==> config.mk <==
export PLATFORM = sky130hd
export DESIGN_NAME = ip_job_sequencer_flat
export DESIGN_NICKNAME = d
export VERILOG_FILES = /design/src/rtl/ip_job_sequencer_pkg.sv /design/src/rtl/ip_job_sequencer_if.sv /design/src/rtl/ip_job_sequencer_access.sv /design/src/rtl/ip_job_sequencer.sv /design/src/flat_wrapper.sv
export SDC_FILE = /design/constraint.sdc
export NUM_CORES = 1
export LEC_CHECK = 0
export ABC_AREA = 0
export BUFFER_PORTS_ARGS = -buffer_cell sky130_fd_sc_hd__buf_2
export CELL_PAD_IN_SITES_DETAIL_PLACEMENT = 1
export CELL_PAD_IN_SITES_GLOBAL_PLACEMENT = 1
export CORE_AREA = 10 10 139 141
export DETAILED_ROUTE_END_ITERATION = 10
export DIE_AREA = 0 0 149 151
export HOLD_SLACK_MARGIN = 0.08
export PLACE_DENSITY_LB_ADDON = 0.15
export SKIP_CTS_REPAIR_TIMING = 1
export SYNTH_ARGS = -nofsm -noshare
export SYNTH_HDL_FRONTEND = slang
export SYNTH_SLANG_ARGS = --single-unit
==> constraint.sdc <==
create_clock -name clk -period 2.45 [get_ports clk]
set_clock_uncertainty 0.15 [all_clocks]
set_input_delay 0 -clock clk [delete_from_list [all_inputs] [get_ports clk]]
set_output_delay 0 -clock clk [all_outputs]
set_load 0.02 [all_outputs]
==> src/rtl/ip_job_sequencer_pkg.sv <==
// Shared types and constants for the IP job sequencer and its access generator.
// Optional feature macro used by the sequencer: JOB_TIMEOUT_EN.
package ipseq_pkg;

    typedef enum logic [2:0] {
        ST_IDLE,
        ST_SET_PIN,
        ST_WR_DATA,
        ST_SET_POUT,
        ST_START,
        ST_WAIT_DONE,
        ST_RD_DATA,
        ST_CLR_ST
    } state_t;

    typedef enum logic [1:0] {
        ACC_WRITE,
        ACC_READ,
        ACC_START
    } acc_kind_t;

    typedef enum logic {
        PH_SLOT,
        PH_GAP
    } phase_t;

    localparam logic [4:0]  ADDR_MEMIN   = 5'h00;
    localparam logic [4:0]  ADDR_MEMOUT  = 5'h01;
    localparam logic [4:0]  ADDR_PTR_IN  = 5'h02;
    localparam logic [4:0]  ADDR_PTR_OUT = 5'h03;
    localparam logic [4:0]  ADDR_STATUS  = 5'h1E;
    localparam logic [4:0]  ADDR_ID      = 5'h1F;
    localparam logic [31:0] CLR_WORD     = 32'h0001_0001;
    localparam logic [15:0] TIMEOUT_MAX  = 16'hFFFF;

endpackage

==> src/rtl/ip_job_sequencer_if.sv <==
// Bundles the job, stream and IP-side signals of the sequencer.
// master = the sequencer itself, slave = the surrounding system and IP.
interface ip_job_sequencer_if;

    logic        job_valid;
    logic        job_ready;
    logic [31:0] job_in_ptr;
    logic [31:0] job_out_ptr;
    logic [7:0]  job_num_in;
    logic [7:0]  job_num_out;

    logic        wr_valid;
    logic        wr_ready;
    logic [31:0] wr_data;

    logic        rd_valid;
    logic        rd_ready;
    logic [31:0] rd_data;

    logic [4:0]  conf_dbus;
    logic [31:0] data_in;
    logic        write;
    logic        read;
    logic        start;
    logic [31:0] data_out;
    logic        int_done;

    modport master (
        input  job_valid, job_in_ptr, job_out_ptr, job_num_in, job_num_out,
        output job_ready,
        input  wr_valid, wr_data,
        output wr_ready,
        output rd_valid, rd_data,
        input  rd_ready,
        output conf_dbus, data_in, write, read, start,
        input  data_out, int_done
    );

    modport slave (
        output job_valid, job_in_ptr, job_out_ptr, job_num_in, job_num_out,
        input  job_ready,
        output wr_valid, wr_data,
        input  wr_ready,
        input  rd_valid, rd_data,
        output rd_ready,
        input  conf_dbus, data_in, write, read, start,
        output data_out, int_done
    );

endinterface

==> src/rtl/ip_job_sequencer_access.sv <==
// Strobe/gap generator: each granted request becomes one strobe cycle followed
// by one gap cycle, with conf_dbus held across both.
module ipseq_access
    import ipseq_pkg::*;
(
    input  logic        clk,
    input  logic        rst_a,
    input  logic        req,
    input  acc_kind_t   kind,
    input  logic [4:0]  addr,
    input  logic [31:0] wdata,
    output logic        slot,
    output logic        fire,
    output logic        done,
    output logic        write,
    output logic        read,
    output logic        start,
    output logic [4:0]  conf_dbus,
    output logic [31:0] data_in
);

    phase_t     phase, phase_nxt;
    logic [4:0] addr_q;

    always_ff @(posedge clk or negedge rst_a) begin
        if (!rst_a) begin
            phase  <= PH_SLOT;
            addr_q <= '0;
        end else begin
            phase <= phase_nxt;
            if (fire)
                addr_q <= addr;
        end
    end

    // Strobe outputs are combinational so a stream handshake and its strobe share a cycle.
    always_comb begin
        phase_nxt = phase;
        slot      = (phase == PH_SLOT);
        fire      = 1'b0;
        done      = 1'b0;
        write     = 1'b0;
        read      = 1'b0;
        start     = 1'b0;
        conf_dbus = 5'h00;
        data_in   = 32'h0;
        case (phase)
            PH_SLOT: begin
                if (req) begin
                    fire      = 1'b1;
                    write     = (kind == ACC_WRITE);
                    read      = (kind == ACC_READ);
                    start     = (kind == ACC_START);
                    conf_dbus = addr;
                    data_in   = (kind == ACC_WRITE) ? wdata : 32'h0;
                    phase_nxt = PH_GAP;
                end
            end
            PH_GAP: begin
                done      = 1'b1;
                conf_dbus = addr_q;
                phase_nxt = PH_SLOT;
            end
            default: phase_nxt = PH_SLOT;
        endcase
    end

endmodule

==> src/rtl/ip_job_sequencer.sv <==
// Job sequencer: programs pointers, streams words into the IP, starts it, waits
// for completion, streams results out and clears status. Optional: JOB_TIMEOUT_EN.
module ip_job_sequencer
    import ipseq_pkg::*;
(
    input  logic               clk,
    input  logic               rst_a,
    ip_job_sequencer_if.master bus,
    output logic               busy,
    output logic               err
);

    state_t      state, state_nxt;
    logic [31:0] in_ptr;
    logic [31:0] out_ptr;
    logic [7:0]  in_cnt;
    logic [7:0]  out_cnt;
    logic        live;
    logic        accept;
    logic        timeout;
    logic        wr_ready;
    logic        rd_valid;
    logic [31:0] rd_data;

    logic        acc_req;
    acc_kind_t   acc_kind;
    logic [4:0]  acc_addr;
    logic [31:0] acc_wdata;
    logic        acc_slot;
    logic        acc_fire;
    logic        acc_done;

    assign bus.job_ready = live && (state == ST_IDLE);
    assign accept        = bus.job_valid && bus.job_ready;
    assign busy          = (state != ST_IDLE);
    assign bus.wr_ready  = wr_ready;
    assign bus.rd_valid  = rd_valid;
    assign bus.rd_data   = rd_data;

    ipseq_access u_access (
        .clk       (clk),
        .rst_a     (rst_a),
        .req       (acc_req),
        .kind      (acc_kind),
        .addr      (acc_addr),
        .wdata     (acc_wdata),
        .slot      (acc_slot),
        .fire      (acc_fire),
        .done      (acc_done),
        .write     (bus.write),
        .read      (bus.read),
        .start     (bus.start),
        .conf_dbus (bus.conf_dbus),
        .data_in   (bus.data_in)
    );

`ifdef JOB_TIMEOUT_EN
    logic [15:0] wait_cnt;
    logic        err_q;

    always_ff @(posedge clk or negedge rst_a) begin
        if (!rst_a) begin
            wait_cnt <= '0;
            err_q    <= 1'b0;
        end else begin
            if (state != ST_WAIT_DONE)
                wait_cnt <= '0;
            else if (wait_cnt != TIMEOUT_MAX)
                wait_cnt <= wait_cnt + 16'd1;
            if (accept)
                err_q <= 1'b0;
            else if (timeout)
                err_q <= 1'b1;
        end
    end

    assign timeout = (state == ST_WAIT_DONE) && !bus.int_done && (wait_cnt == TIMEOUT_MAX);
    assign err     = err_q;
`else
    assign timeout = 1'b0;
    assign err     = 1'b0;
`endif

    always_ff @(posedge clk or negedge rst_a) begin
        if (!rst_a) begin
            state    <= ST_IDLE;
            live     <= 1'b0;
            in_ptr   <= '0;
            out_ptr  <= '0;
            in_cnt   <= '0;
            out_cnt  <= '0;
            rd_valid <= 1'b0;
            rd_data  <= '0;
        end else begin
            state <= state_nxt;
            live  <= 1'b1;
            if (accept) begin
                in_ptr  <= bus.job_in_ptr;
                out_ptr <= bus.job_out_ptr;
                in_cnt  <= bus.job_num_in;
                out_cnt <= bus.job_num_out;
            end
            if (state == ST_WR_DATA && acc_fire && in_cnt != 8'd0)
                in_cnt <= in_cnt - 8'd1;
            // The IP returns read data one cycle after the strobe, i.e. in the gap cycle.
            if (state == ST_RD_DATA && acc_done) begin
                rd_data  <= bus.data_out;
                rd_valid <= 1'b1;
                if (out_cnt != 8'd0)
                    out_cnt <= out_cnt - 8'd1;
            end else if (rd_valid && bus.rd_ready) begin
                rd_valid <= 1'b0;
            end
        end
    end

    always_comb begin
        state_nxt = state;
        acc_req   = 1'b0;
        acc_kind  = ACC_WRITE;
        acc_addr  = ADDR_MEMIN;
        acc_wdata = 32'h0;
        wr_ready  = 1'b0;
        case (state)
            ST_IDLE: begin
                if (accept)
                    state_nxt = ST_SET_PIN;
            end
            ST_SET_PIN: begin
                acc_req   = 1'b1;
                acc_addr  = ADDR_PTR_IN;
                acc_wdata = in_ptr;
                if (acc_done)
                    state_nxt = (in_cnt == 8'd0) ? ST_SET_POUT : ST_WR_DATA;
            end
            ST_WR_DATA: begin
                wr_ready  = acc_slot;
                acc_req   = bus.wr_valid;
                acc_addr  = ADDR_MEMIN;
                acc_wdata = bus.wr_data;
                if (acc_done && in_cnt == 8'd0)
                    state_nxt = ST_SET_POUT;
            end
            ST_SET_POUT: begin
                acc_req   = 1'b1;
                acc_addr  = ADDR_PTR_OUT;
                acc_wdata = out_ptr;
                if (acc_done)
                    state_nxt = ST_START;
            end
            ST_START: begin
                acc_req  = 1'b1;
                acc_kind = ACC_START;
                if (acc_done)
                    state_nxt = ST_WAIT_DONE;
            end
            ST_WAIT_DONE: begin
                if (bus.int_done)
                    state_nxt = (out_cnt == 8'd0) ? ST_CLR_ST : ST_RD_DATA;
                else if (timeout)
                    state_nxt = ST_CLR_ST;
            end
            ST_RD_DATA: begin
                // Hold off the next read until the previous word has left the output register.
                acc_req  = !rd_valid && (out_cnt != 8'd0);
                acc_kind = ACC_READ;
                acc_addr = ADDR_MEMOUT;
                if (out_cnt == 8'd0 && !rd_valid)
                    state_nxt = ST_CLR_ST;
            end
            ST_CLR_ST: begin
                acc_req   = 1'b1;
                acc_addr  = ADDR_STATUS;
                acc_wdata = CLR_WORD;
                if (acc_done)
                    state_nxt = ST_IDLE;
            end
            default: state_nxt = ST_IDLE;
        endcase
    end

endmodule

==> src/flat_wrapper.sv <==
// flat-port wrapper written by rule: the top's interface ports become plain ports
module ip_job_sequencer_flat import ipseq_pkg::*;
  (clk, rst_a, busy, err, bus_job_valid, bus_job_in_ptr, bus_job_out_ptr, bus_job_num_in, bus_job_num_out, bus_job_ready, bus_wr_valid, bus_wr_data, bus_wr_ready, bus_rd_valid, bus_rd_data, bus_rd_ready, bus_conf_dbus, bus_data_in, bus_write, bus_read, bus_start, bus_data_out, bus_int_done);
  ip_job_sequencer_if bus_i ();
  input  logic clk;
  input  logic rst_a;
  output logic busy;
  output logic err;
  input wire logic [$bits(bus_i.job_valid)-1:0] bus_job_valid;
  input wire logic [$bits(bus_i.job_in_ptr)-1:0] bus_job_in_ptr;
  input wire logic [$bits(bus_i.job_out_ptr)-1:0] bus_job_out_ptr;
  input wire logic [$bits(bus_i.job_num_in)-1:0] bus_job_num_in;
  input wire logic [$bits(bus_i.job_num_out)-1:0] bus_job_num_out;
  output wire logic [$bits(bus_i.job_ready)-1:0] bus_job_ready;
  input wire logic [$bits(bus_i.wr_valid)-1:0] bus_wr_valid;
  input wire logic [$bits(bus_i.wr_data)-1:0] bus_wr_data;
  output wire logic [$bits(bus_i.wr_ready)-1:0] bus_wr_ready;
  output wire logic [$bits(bus_i.rd_valid)-1:0] bus_rd_valid;
  output wire logic [$bits(bus_i.rd_data)-1:0] bus_rd_data;
  input wire logic [$bits(bus_i.rd_ready)-1:0] bus_rd_ready;
  output wire logic [$bits(bus_i.conf_dbus)-1:0] bus_conf_dbus;
  output wire logic [$bits(bus_i.data_in)-1:0] bus_data_in;
  output wire logic [$bits(bus_i.write)-1:0] bus_write;
  output wire logic [$bits(bus_i.read)-1:0] bus_read;
  output wire logic [$bits(bus_i.start)-1:0] bus_start;
  input wire logic [$bits(bus_i.data_out)-1:0] bus_data_out;
  input wire logic [$bits(bus_i.int_done)-1:0] bus_int_done;
  assign bus_i.job_valid = bus_job_valid;
  assign bus_i.job_in_ptr = bus_job_in_ptr;
  assign bus_i.job_out_ptr = bus_job_out_ptr;
  assign bus_i.job_num_in = bus_job_num_in;
  assign bus_i.job_num_out = bus_job_num_out;
  assign bus_job_ready = bus_i.job_ready;
  assign bus_i.wr_valid = bus_wr_valid;
  assign bus_i.wr_data = bus_wr_data;
  assign bus_wr_ready = bus_i.wr_ready;
  assign bus_rd_valid = bus_i.rd_valid;
  assign bus_rd_data = bus_i.rd_data;
  assign bus_i.rd_ready = bus_rd_ready;
  assign bus_conf_dbus = bus_i.conf_dbus;
  assign bus_data_in = bus_i.data_in;
  assign bus_write = bus_i.write;
  assign bus_read = bus_i.read;
  assign bus_start = bus_i.start;
  assign bus_i.data_out = bus_data_out;
  assign bus_i.int_done = bus_int_done;
  ip_job_sequencer u_core (.clk(clk), .rst_a(rst_a), .bus(bus_i), .busy(busy), .err(err));
endmodule
==> results of run 1 <==
[flip-flops by register name (all words and copies together), names as in the netlist]
register / count
u_core.state: 3
u_core.bus.rd_data: 32
u_core.out_ptr: 32
u_core.u_access.addr_q: 3
u_core.in_ptr: 32
u_core.live: 1
u_core.out_cnt: 8
u_core.u_access.phase: 1
u_core.bus.rd_valid: 1
u_core.in_cnt: 8
[cell type report]
cell class | count | area (um2)
fill | 1891 | 6770
clock buffer | 23 | 488
tap | 220 | 275
timing repair buffer | 375 | 2810
multi-input combinational | 471 | 2900
antenna | 6 | 15.0
clock inverter | 9 | 115
sequential | 121 | 3030
inverter | 16 | 62.6
[worst paths after layout]
check | to | slack [ns] | cells after the start
hold / removal | u_core.out_cnt[4] | -0.005 | 3
hold reg to reg | u_core.in_ptr[11] | 0.33 | 2
setup / recovery | bus_data_in[1] | -0.17 | 10
min in group clk | u_core.u_access.addr_q[1] | 0.15 | 5
max in group asynchronous | u_core.state[2] | 1.47 | 3
setup reg to reg | u_core.state[1] | 0.12 | 5
[logic make-up (layout without fill, tap and decap cells)]
logic type	count (synthesis)	after routing	share of synthesized area
compound gates	118	118	0.137
fa+ha+maj	8	8	0.0171
buf+inv	57	423	0.0397
flops	121	121	0.517
mux	38	38	0.0722
other cells	2	8	0.00128
simple gates	305	305	0.216
[metal layers]
layer	vias to the layer above	routed length, um	track usage
li1	2907	-	-
met1	3117	9800	0.207
met2	170	14200	0.340
met3	53	1270	0.0659
met4	2	653	0.0383
met5	-	13	0
[cells in the final DEF (no fill, tap or decap), types with 5 or more instances in the layout]
| cell | Yosys | layout |
|---|---|---|
| a21oi_1 | 40 | 18 |
| clkbuf_16 | 0 | 20 |
| nor2_1 | 22 | 20 |
| mux2_2 | 32 | 32 |
| inv_2 | 1 | 5 |
| inv_1 | 15 | 10 |
| nor3_1 | 6 | 5 |
| buf_4 | 3 | 40 |
| diode_2 | 0 | 6 |
| buf_2 | 6 | 191 |
| dfrtp_1 | 121 | 120 |
| buf_6 | 0 | 21 |
| or3_1 | 6 | 6 |
| a22oi_1 | 31 | 31 |
| dlygate4sd3_1 | 0 | 116 |
| a21oi_4 | 0 | 15 |
| nand2_1 | 245 | 244 |
| a21oi_2 | 0 | 7 |
| o21ai_0 | 7 | 5 |
[worst max-delay path, cell delays in order, from the launching register on]
cell,delay (ns)
dfrtp_1,0.42
inv_2,0.08
ha_4,0.16
nor3b_4,0.15
a211o_1,0.29
a21o_4,0.25
inv_4,0.08
nand2_8,0.09
buf_12,0.18
a21oi_1,0.17
buf_4,0.18
[metrics by stage]
stage	setup TNS (ns)	cells	utilization	area [um2]
5_1_grt	-6.53	1237	0.588	9680
3_5_place_dp	0	1076	0.444	7310
2_1_floorplan	0	649	-	5860
4_1_cts	-10.59	1108	0.481	7920
3_3_place_gp	0	1076	0.444	7310
6_report	-3.35	1241	0.589	9690
[power by group]
group	total, uW	switching, uW	leakage [uW]	internal (uW)
registers	3660	735	0.00147	2920
logic	6200	3580	0.00286	2620
clock network	2550	939	0.000290	1610
total	12400	5250	0.00463	7150
==> out/metrics.yaml, run 1 <==
pwr:
  irDropWorstVdd_v: 0.000677
  powerDensity_nw_per_um2: 1280
  power.total_uw: 12400
  p_leak_uw: 0.00463
clock_tree:
  clk_latency_ns: 0.41
  clockRootBuffer: "clkbuf_16"
  clkTransAtPathRegs_ns: 0.06
  clk_path_buf_depth: 2
  numCtsBuffers: 17
  h-tree-depth: 4
  numClockSinks: 121
  cts_tree: "built"
global_routing:
  grt_pass1_vias: 6168
  grt_antenna_before_repair: 4
  grtUsageTotal: 0.187
  grt.overflow.total: 0
  grt_max_degree: 122
  grt_pass1_wl_um: 33300
timing:
  fin_crit_ns: 2.62
  tightest_slew_ns: 0.762
  grt_setup_unrepaired: "yes"
  relSlewSlack: 0.492
  drv_slew: 0
  finalCritPeriodShare: 1.07
  setup_slack_ns: -0.173
  fmax_mhz: 381
  hold_slack_ns: -0.00489
  setup_violations: 34
  hold_violations: 1
synth:
  ys.flop_type: "dfrtp_1"
  synth_top_area_frac: 0.517
  synth_nets: 807
  syn_area_um2: 5860
  synth_edf_count: 0
  synthCells: 649
  async_flop_share: 1.00
  synth_area_leaders: "dfrtp_1, nand2_1, mux2_2"
  yosys_register_bits: 121
  synth.most_common_cell: "nand2_1"
  synth_cell_types: 52
  yosys-top-cells-count: "nand2_1, dfrtp_1, a21oi_1"
  syn_area_per_cell_um2: 9.03
  yosys.area.top_type: "dfrtp_1"
  yosys_warnings: 0
  yosysSeqAreaShare: 0.517
routing:
  vias: 6249
  drt-initial-drc-count: 242
  ant_nets: 0
  wl_per_cell_um: 20.9
  via_per_inst: 5.04
  post-route-drc-count: 0
  drt-total-wl_um: 26000
  drtPass1Iterations: 4
floorplanning:
  start_util: 0.356
  die_h_um: 151
  core_area_um2: 16500
  num_io_pins: 227
  row_count: 47
  die-area_um2: 22500
  die_x_um: 149
critical_path:
  critical_path_class: "reg -> out"
  critPathMaxFanout: 8
  startpoint: "u_core.out_cnt[0]"
  arrival_ns: 2.47
  worst_setup_path_start_kind: "register"
  cp-end-kind: "output port"
  timing.rr.start: "u_core.in_cnt[2]"
  critical_path_required_ns: 2.30
placed_design:
  numPortBuffers: 225
  place.gp.congestion: 0.821
  dp.final_hpwl_um: 16000
  post-place-ws_ns: 0.0935
cells_and_area:
  drive_above_1_share: 0.366
  area_growth_pct: 65.5
  finalNetCount: 1160
run_status:
  violations: "negative hold slack, negative setup slack"
  status: "finished, violations left"
run:
  drv_cap: 0
min_path:
  hp-class: "in -> async"
(Power assumes the default switching activity.)
==> run 2: changes to the inputs <==
--- a/config.mk
+++ b/config.mk
@@ -9,9 +9,10 @@
 export BUFFER_PORTS_ARGS = -buffer_cell sky130_fd_sc_hd__buf_2
 export CELL_PAD_IN_SITES_DETAIL_PLACEMENT = 1
 export CELL_PAD_IN_SITES_GLOBAL_PLACEMENT = 1
-export CORE_AREA = 10 10 139 141
+export CORE_AREA = 4 4 133 135
+export CTS_BUF_LIST = sky130_fd_sc_hd__clkbuf_4 sky130_fd_sc_hd__clkbuf_8 sky130_fd_sc_hd__clkbuf_16
 export DETAILED_ROUTE_END_ITERATION = 10
-export DIE_AREA = 0 0 149 151
+export DIE_AREA = 0 0 137 139
 export HOLD_SLACK_MARGIN = 0.08
 export PLACE_DENSITY_LB_ADDON = 0.15
 export SKIP_CTS_REPAIR_TIMING = 1
==> run 2 against run 1 <==
Net effect:
- the run ends with negative setup slack left
- final cell count about the same
- sequential power is essentially flat
- hold slack improved by 0.15 ns
- non-clock buffer count up 3
- core utilization decreased by 0.63 points
- final area shrank 1.1%
- first-iteration DRC count grew 34%
- global-route usage increased by 2.7 points
- die area down 15%
- fmax decreased by 1.1%
- critical path depth unchanged
- critical endpoint is now bus_data_in[22]
- largest power group unchanged
==> out/metrics.yaml, run 2 (synthesis gave the netlist of run 1 again) <==
critical_path:
  endpoint: "bus_data_in[22]"
  critical_path_class: "reg -> out"
  worstReg2RegEnd: "u_core.in_cnt[2]"
  timing.rr.start: "u_core.state[0]"
  critPathMaxFanout: 8  # unchanged
  critical_path_required_ns: 2.30  # about the same
  startpoint: "u_core.state[0]"
  worst_setup_path_start_kind: "register"
  r2r_cells: 9  # +4
  r2r_setup_slack_ns: 0.07  # -0.05 ns
  cp-end-kind: "output port"
  arrival_ns: 2.50  # +0.03 ns
cells_and_area:
  seq_area_um2: 3030  # unchanged
  finalNetCount: 1163  # +0.26%
  final_cell_area_um2: 9590  # -1.1%
  final_common_cell: "nand2_1"
  fin_cells: 1240  # -0.081%
  layout.cells.most_common_list: "nand2_1, buf_2, dfrtp_1"
  multi_input_area_um2: 2790  # -3.8%
  drive_above_1_share: 0.361  # -0.00501
  area_growth_pct: 63.7
  postLayoutCoreUtil: 0.582  # -0.00631
  reg_top3: "u_core.bus.rd_data x32, u_core.in_ptr x32, u_core.out_ptr x32"
  nFillCells: 1928  # +2.0%
global_routing:
  met1_usage: 0.267  # +0.0607
  grt_pass1_vias: 6109  # -0.96%
  use_met3: 0.0639  # -0.00207
  grtUsageTotal: 0.215  # +0.0275
  busiest_layer: "met2"
  met2_usage: 0.363  # +0.0234
  grt.overflow.total: 0  # unchanged
  grt_pass1_wl_um: 32200  # -3.3%
  grt_max_degree: 57  # -53%
  grt_antenna_before_repair: 4  # unchanged
pwr:
  power.total_uw: 12200  # -1.3%
  p_leak_uw: 0.00463  # +0.10%
  powerDensity_nw_per_um2: 1280  # -0.22%
  irDropWorstVdd_v: 0.000660  # -2.4%
routing:
  drt-total-wl_um: 25100  # -3.5%
  ant_nets: 0  # unchanged
  wl_per_cell_um: 20.2  # -3.4%
  drt-initial-drc-count: 324  # +34%
  vias: 6297  # +0.77%
  drtPass1Iterations: 4  # unchanged
  post-route-drc-count: 0  # unchanged
  via_per_inst: 5.08  # +0.85%
placed_design:
  placed_area_um2: 7320  # +0.10%
  dp.final_hpwl_um: 14700  # -8.0%
  post-place-ws_ns: 0.0742  # -0.0192 ns
  place.gp.congestion: 0.842  # +2.5%
  dp_cells: 1075  # -0.093%
  numPortBuffers: 225  # unchanged
run:
  drv_cap: 0  # unchanged
clock_tree:
  numClockSinks: 121  # unchanged
  clockRootBuffer: "clkbuf_16"
  clk_path_buf_depth: 2  # unchanged
  numCtsBuffers: 17  # unchanged
  clk_latency_ns: 0.43  # +0.02 ns
  clkTransAtPathRegs_ns: 0.06  # about the same
  cts_tree: "built"
  h-tree-depth: 4  # unchanged
timing:
  grt_setup_unrepaired: "yes"
  finalCritPeriodShare: 1.08  # +0.0122
  setup_slack_ns: -0.203  # -0.0299 ns
  fmax_mhz: 377  # -1.1%
  fin_crit_ns: 2.65  # +0.0299 ns
  drv_slew: 0  # unchanged
  hold_violations: 0  # -1
  setup_violations: 35  # +2.9%
  relSlewSlack: 0.528  # +0.0363
  tightest_slew_ns: 0.705  # -0.0570 ns
floorplanning:
  num_io_pins: 227  # unchanged
  start_util: 0.356  # unchanged
  die_x_um: 137  # -8.1%
  die_h_um: 139  # -7.9%
  row_count: 47  # unchanged
  core_area_um2: 16500  # unchanged
  die-area_um2: 19000  # -15%
min_path:
  hp-class: "in -> reg"
  holdCritStartpoint: "bus_job_in_ptr[8]"
run_status:
  status: "finished, violations left"
  violations: "negative setup slack"
==> run 2: layer usage <==
layer | up-vias | wire length [um]
met4 | 4 | 539
met3 | 48 | 1170
met2 | 184 | 13600
met5 | - | 26
met1 | 3147 | 9740
li1 | 2914 | -
==> run 2: cell type report <==
type                    instances  area share
flip-flops and latches        121       0.316
repair buffers                378       0.293
multi-input cells             471       0.291
clock buffers                  18      0.0458
well taps                     220      0.0287
clock inverters                14      0.0192
inverters                      16     0.00626
diodes                          2    0.000522
==> run 2: worst min path at each step <==
stage / endpoint / cells past startpoint
2_1_floorplan: u_core.bus.rd_data[0] / 0
3_3_place_gp: u_core.out_cnt[4] / 1
3_5_place_dp: u_core.out_cnt[3] / 1
4_1_cts: u_core.out_cnt[3] / 1
5_1_grt: u_core.in_ptr[11] / 4
6_report: u_core.in_ptr[8] / 4
==> run 2: power breakdown <==
group / switching (uW) / internal (uW) / total, uW / leakage (uW)
clock: 1030 / 1650 / 2680 / 0.000299
combinational: 3460 / 2450 / 5910 / 0.00286
sequential: 738 / 2920 / 3660 / 0.00147
total: 5220 / 7020 / 12200 / 0.00463
==> run 2: stage by stage <==
step	hold slack (ns)	setup TNS, ns
floorplan	-0.446	0
CTS	-0.763	-8.28
detailed placement	-0.309	0
global route	0.156	-7.24
finish	0.145	-5.08
global placement	-0.314	0
==> run 2: critical path, cell delays in order, from the launching register on <==
cell and delay, ns:
dfrtp_1 0.42, inv_2 0.07, ha_2 0.18, nand2_1 0.13, a211o_1 0.29, a21o_1 0.20, inv_2 0.13, nand2_8 0.10
buf_8 0.19, a21oi_1 0.17, buf_4 0.18
==> run 3: changes to the inputs <==
==> constraint.sdc (replaced) <==
create_clock -name clk -period 3 [get_ports clk]
set_clock_uncertainty 0.15 [all_clocks]
set_input_delay 0 -clock clk [delete_from_list [all_inputs] [get_ports clk]]
set_output_delay 0 -clock clk [all_outputs]
set_load 0.02 [all_outputs]
==> run 3 against run 2 <==
Net effect:
- the flow now finishes without violations
- final cell count is 1.4% lower
- core utilization down 3.4 points
- wire length is 11% lower
- hold slack lost 0.075 ns
- critical endpoint is now bus_data_in[16]
==> out/metrics.yaml, run 3 (synthesis gave the netlist of run 1 again) <==
critical_path:
  max_stage_delay_ns: 0.41  # about the same
  r2r_setup_slack_ns: 0.37  # +0.30 ns
  critical_path_required_ns: 2.85  # +0.55 ns
  critPathMaxFanout: 18  # +10
  worstReg2RegEnd: "u_core.state[2]"
  critPathBufInv: 4  # unchanged
  arrival_ns: 2.66  # +0.16 ns
  worst_setup_path_start_kind: "register"
  timing.rr.start: "u_core.state[0]"
  critical_path_class: "reg -> out"
  crit_slowest_cell: "dfrtp_1"
  cp-end-kind: "output port"
  r2r_cells: 9  # unchanged
  critical_path.top_delay_family: "compound AO/OA/AOI/OAI gates"
  path_cells: "inv_1, ha_1, nor3b_1, a211o_1, a21o_1, inv_4, nand2_1, buf_8, a31oi_1, buf_2"
clock_tree:
  clk_path_buf_depth: 2  # unchanged
  clockRootBuffer: "clkbuf_16"
  numClockSinks: 121  # unchanged
  clkTransAtPathRegs_ns: 0.06  # about the same
  cts_tree: "built"
  clk_latency_ns: 0.42  # about the same
  h-tree-depth: 4  # unchanged
  numCtsBuffers: 17  # unchanged
pwr:
  p_leak_uw: 0.00449  # -3.2%
  powerDensity_nw_per_um2: 982  # -23%
  irDropWorstVdd_v: 0.000485  # -27%
cells_and_area:
  final_cell_area_um2: 9030  # -5.8%
  finalNetCount: 1147  # -1.4%
  nFillCells: 1924  # -0.21%
  area_growth_pct: 54.2
  drive_above_1_share: 0.322  # -0.0382
  final_common_cell: "nand2_1"
  layout.cells.most_common_list: "nand2_1, buf_2, dfrtp_1"
  reg_top3: "u_core.bus.rd_data x32, u_core.in_ptr x32, u_core.out_ptr x32"
floorplanning:
  core_area_um2: 16500  # unchanged
  die_h_um: 139  # unchanged
  die_x_um: 137  # unchanged
  die-area_um2: 19000  # unchanged
  num_io_pins: 227  # unchanged
  row_count: 47  # unchanged
  start_util: 0.356  # unchanged
routing:
  vias: 6145  # -2.4%
  ant_nets: 0  # unchanged
  wl_per_cell_um: 18.3  # -9.6%
  drt-initial-drc-count: 320  # -1.2%
  drt-total-wl_um: 22300  # -11%
  post-route-drc-count: 0  # unchanged
  via_per_inst: 5.02  # -1.1%
  drtPass1Iterations: 4  # unchanged
timing:
  relSlewSlack: 0.442  # -0.0868
  grt_setup_unrepaired: "no"
  fmax_mhz: 355
  fin_crit_ns: 2.81
  fin_setup_tns_ns: 0  # +5.08 ns
  setup_slack_ns: 0.185  # +0.388 ns
  setup_violations: 0  # -100%
  finalCritPeriodShare: 0.938
  hold_slack_ns: 0.0705  # -0.0748 ns
  drv_slew: 0  # unchanged
  tightest_slew_ns: 0.838  # +0.133 ns
  hold_violations: 0  # unchanged
global_routing:
  grt_max_degree: 63  # +11%
  grt_pass1_wl_um: 31900  # -1.1%
  grtUsageTotal: 0.211  # -0.00378
  grt_pass1_vias: 6136  # +0.44%
  grt_antenna_before_repair: 3  # -1
  grt.overflow.total: 0  # unchanged
placed_design:
  place.gp.congestion: 0.808  # -4.0%
  placed_area_um2: 7270  # -0.72%
  dp.final_hpwl_um: 14600  # -0.98%
  numPortBuffers: 225  # unchanged
  post-place-ws_ns: 0.384  # +0.310 ns
run_status:
  status: "finished, final reports clean"
run:
  drv_cap: 0  # unchanged
min_path:
  hp-class: "in -> async"
## run 3: changes by cell type in the layout (fill, tap and decap cells not counted), sizes merged
| cell | previous run | this run |
|---|---|---|
| buf | 257 | 245 |
| dlygate4sd3 | 119 | 117 |
| clkbuf | 20 | 18 |
| diode | 2 | 1 |
| clkinvlp | 2 | 3 |
| inv | 21 | 22 |
| bufinv | 3 | 1 |
## run 3: where the power goes
group	total, uW	switching, uW	internal [uW]
Sequential	2950	561	2380
Combinational	3910	2380	1530
Clock	2020	834	1180
## run 3: per-stage QoR
step | utilization | std cells | power, uW
after global placement | 0.441 | 1073 | 6480
after floorplan | - | 649 | 5250
after global routing | 0.549 | 1223 | 9490
after CTS | 0.477 | 1105 | 8710
final | 0.549 | 1223 | 8870
after detailed placement | 0.441 | 1073 | 6650
## run 3: final cells by class
| type | instances | area [um2] | area share |
|---|---|---|---|
| clock buffers | 18 | 439 | 0.0486 |
| multi-input cells | 471 | 2620 | 0.289 |
| repair buffers | 362 | 2470 | 0.274 |
| diodes | 1 | 2.50 | 0.000277 |
| well taps | 220 | 275 | 0.0305 |
| inverters | 16 | 62.6 | 0.00692 |
| clock inverters | 14 | 139 | 0.0154 |
| flip-flops and latches | 121 | 3030 | 0.335 |
## run 3: worst register-to-register path: cells and delay by family, from the launching register on
| kind | cells | cell delay, ns |
|---|---|---|
| AO/OA/AOI/OAI | 5 | 0.92 |
| adder cells (fa/ha/maj) | 1 | 0.22 |
| buffers and inverters | 3 | 0.82 |
| flip-flops | 1 | 0.39 |
## run 3: how the worst max path moves through the flow
stage,start,end,depth (start not counted)
after floorplan,u_core.state[0],u_core.out_cnt[4],8
after CTS,u_core.out_cnt[0],bus_data_in[31],10
after global routing,u_core.state[0],bus_data_in[30],11
after detailed placement,u_core.state[0],u_core.out_ptr[6],7
final,u_core.out_cnt[0],bus_data_in[16],10
after global placement,u_core.state[0],u_core.in_ptr[7],7
## run 3: per-layer routing
layer,routed length (um),GRT usage,vias to the layer above
li1,-,-,2879
met1,8750,0.261,3048
met2,12000,0.354,176
met3,1190,0.0620,38
met4,414,0.0636,4
met5,26,0,-
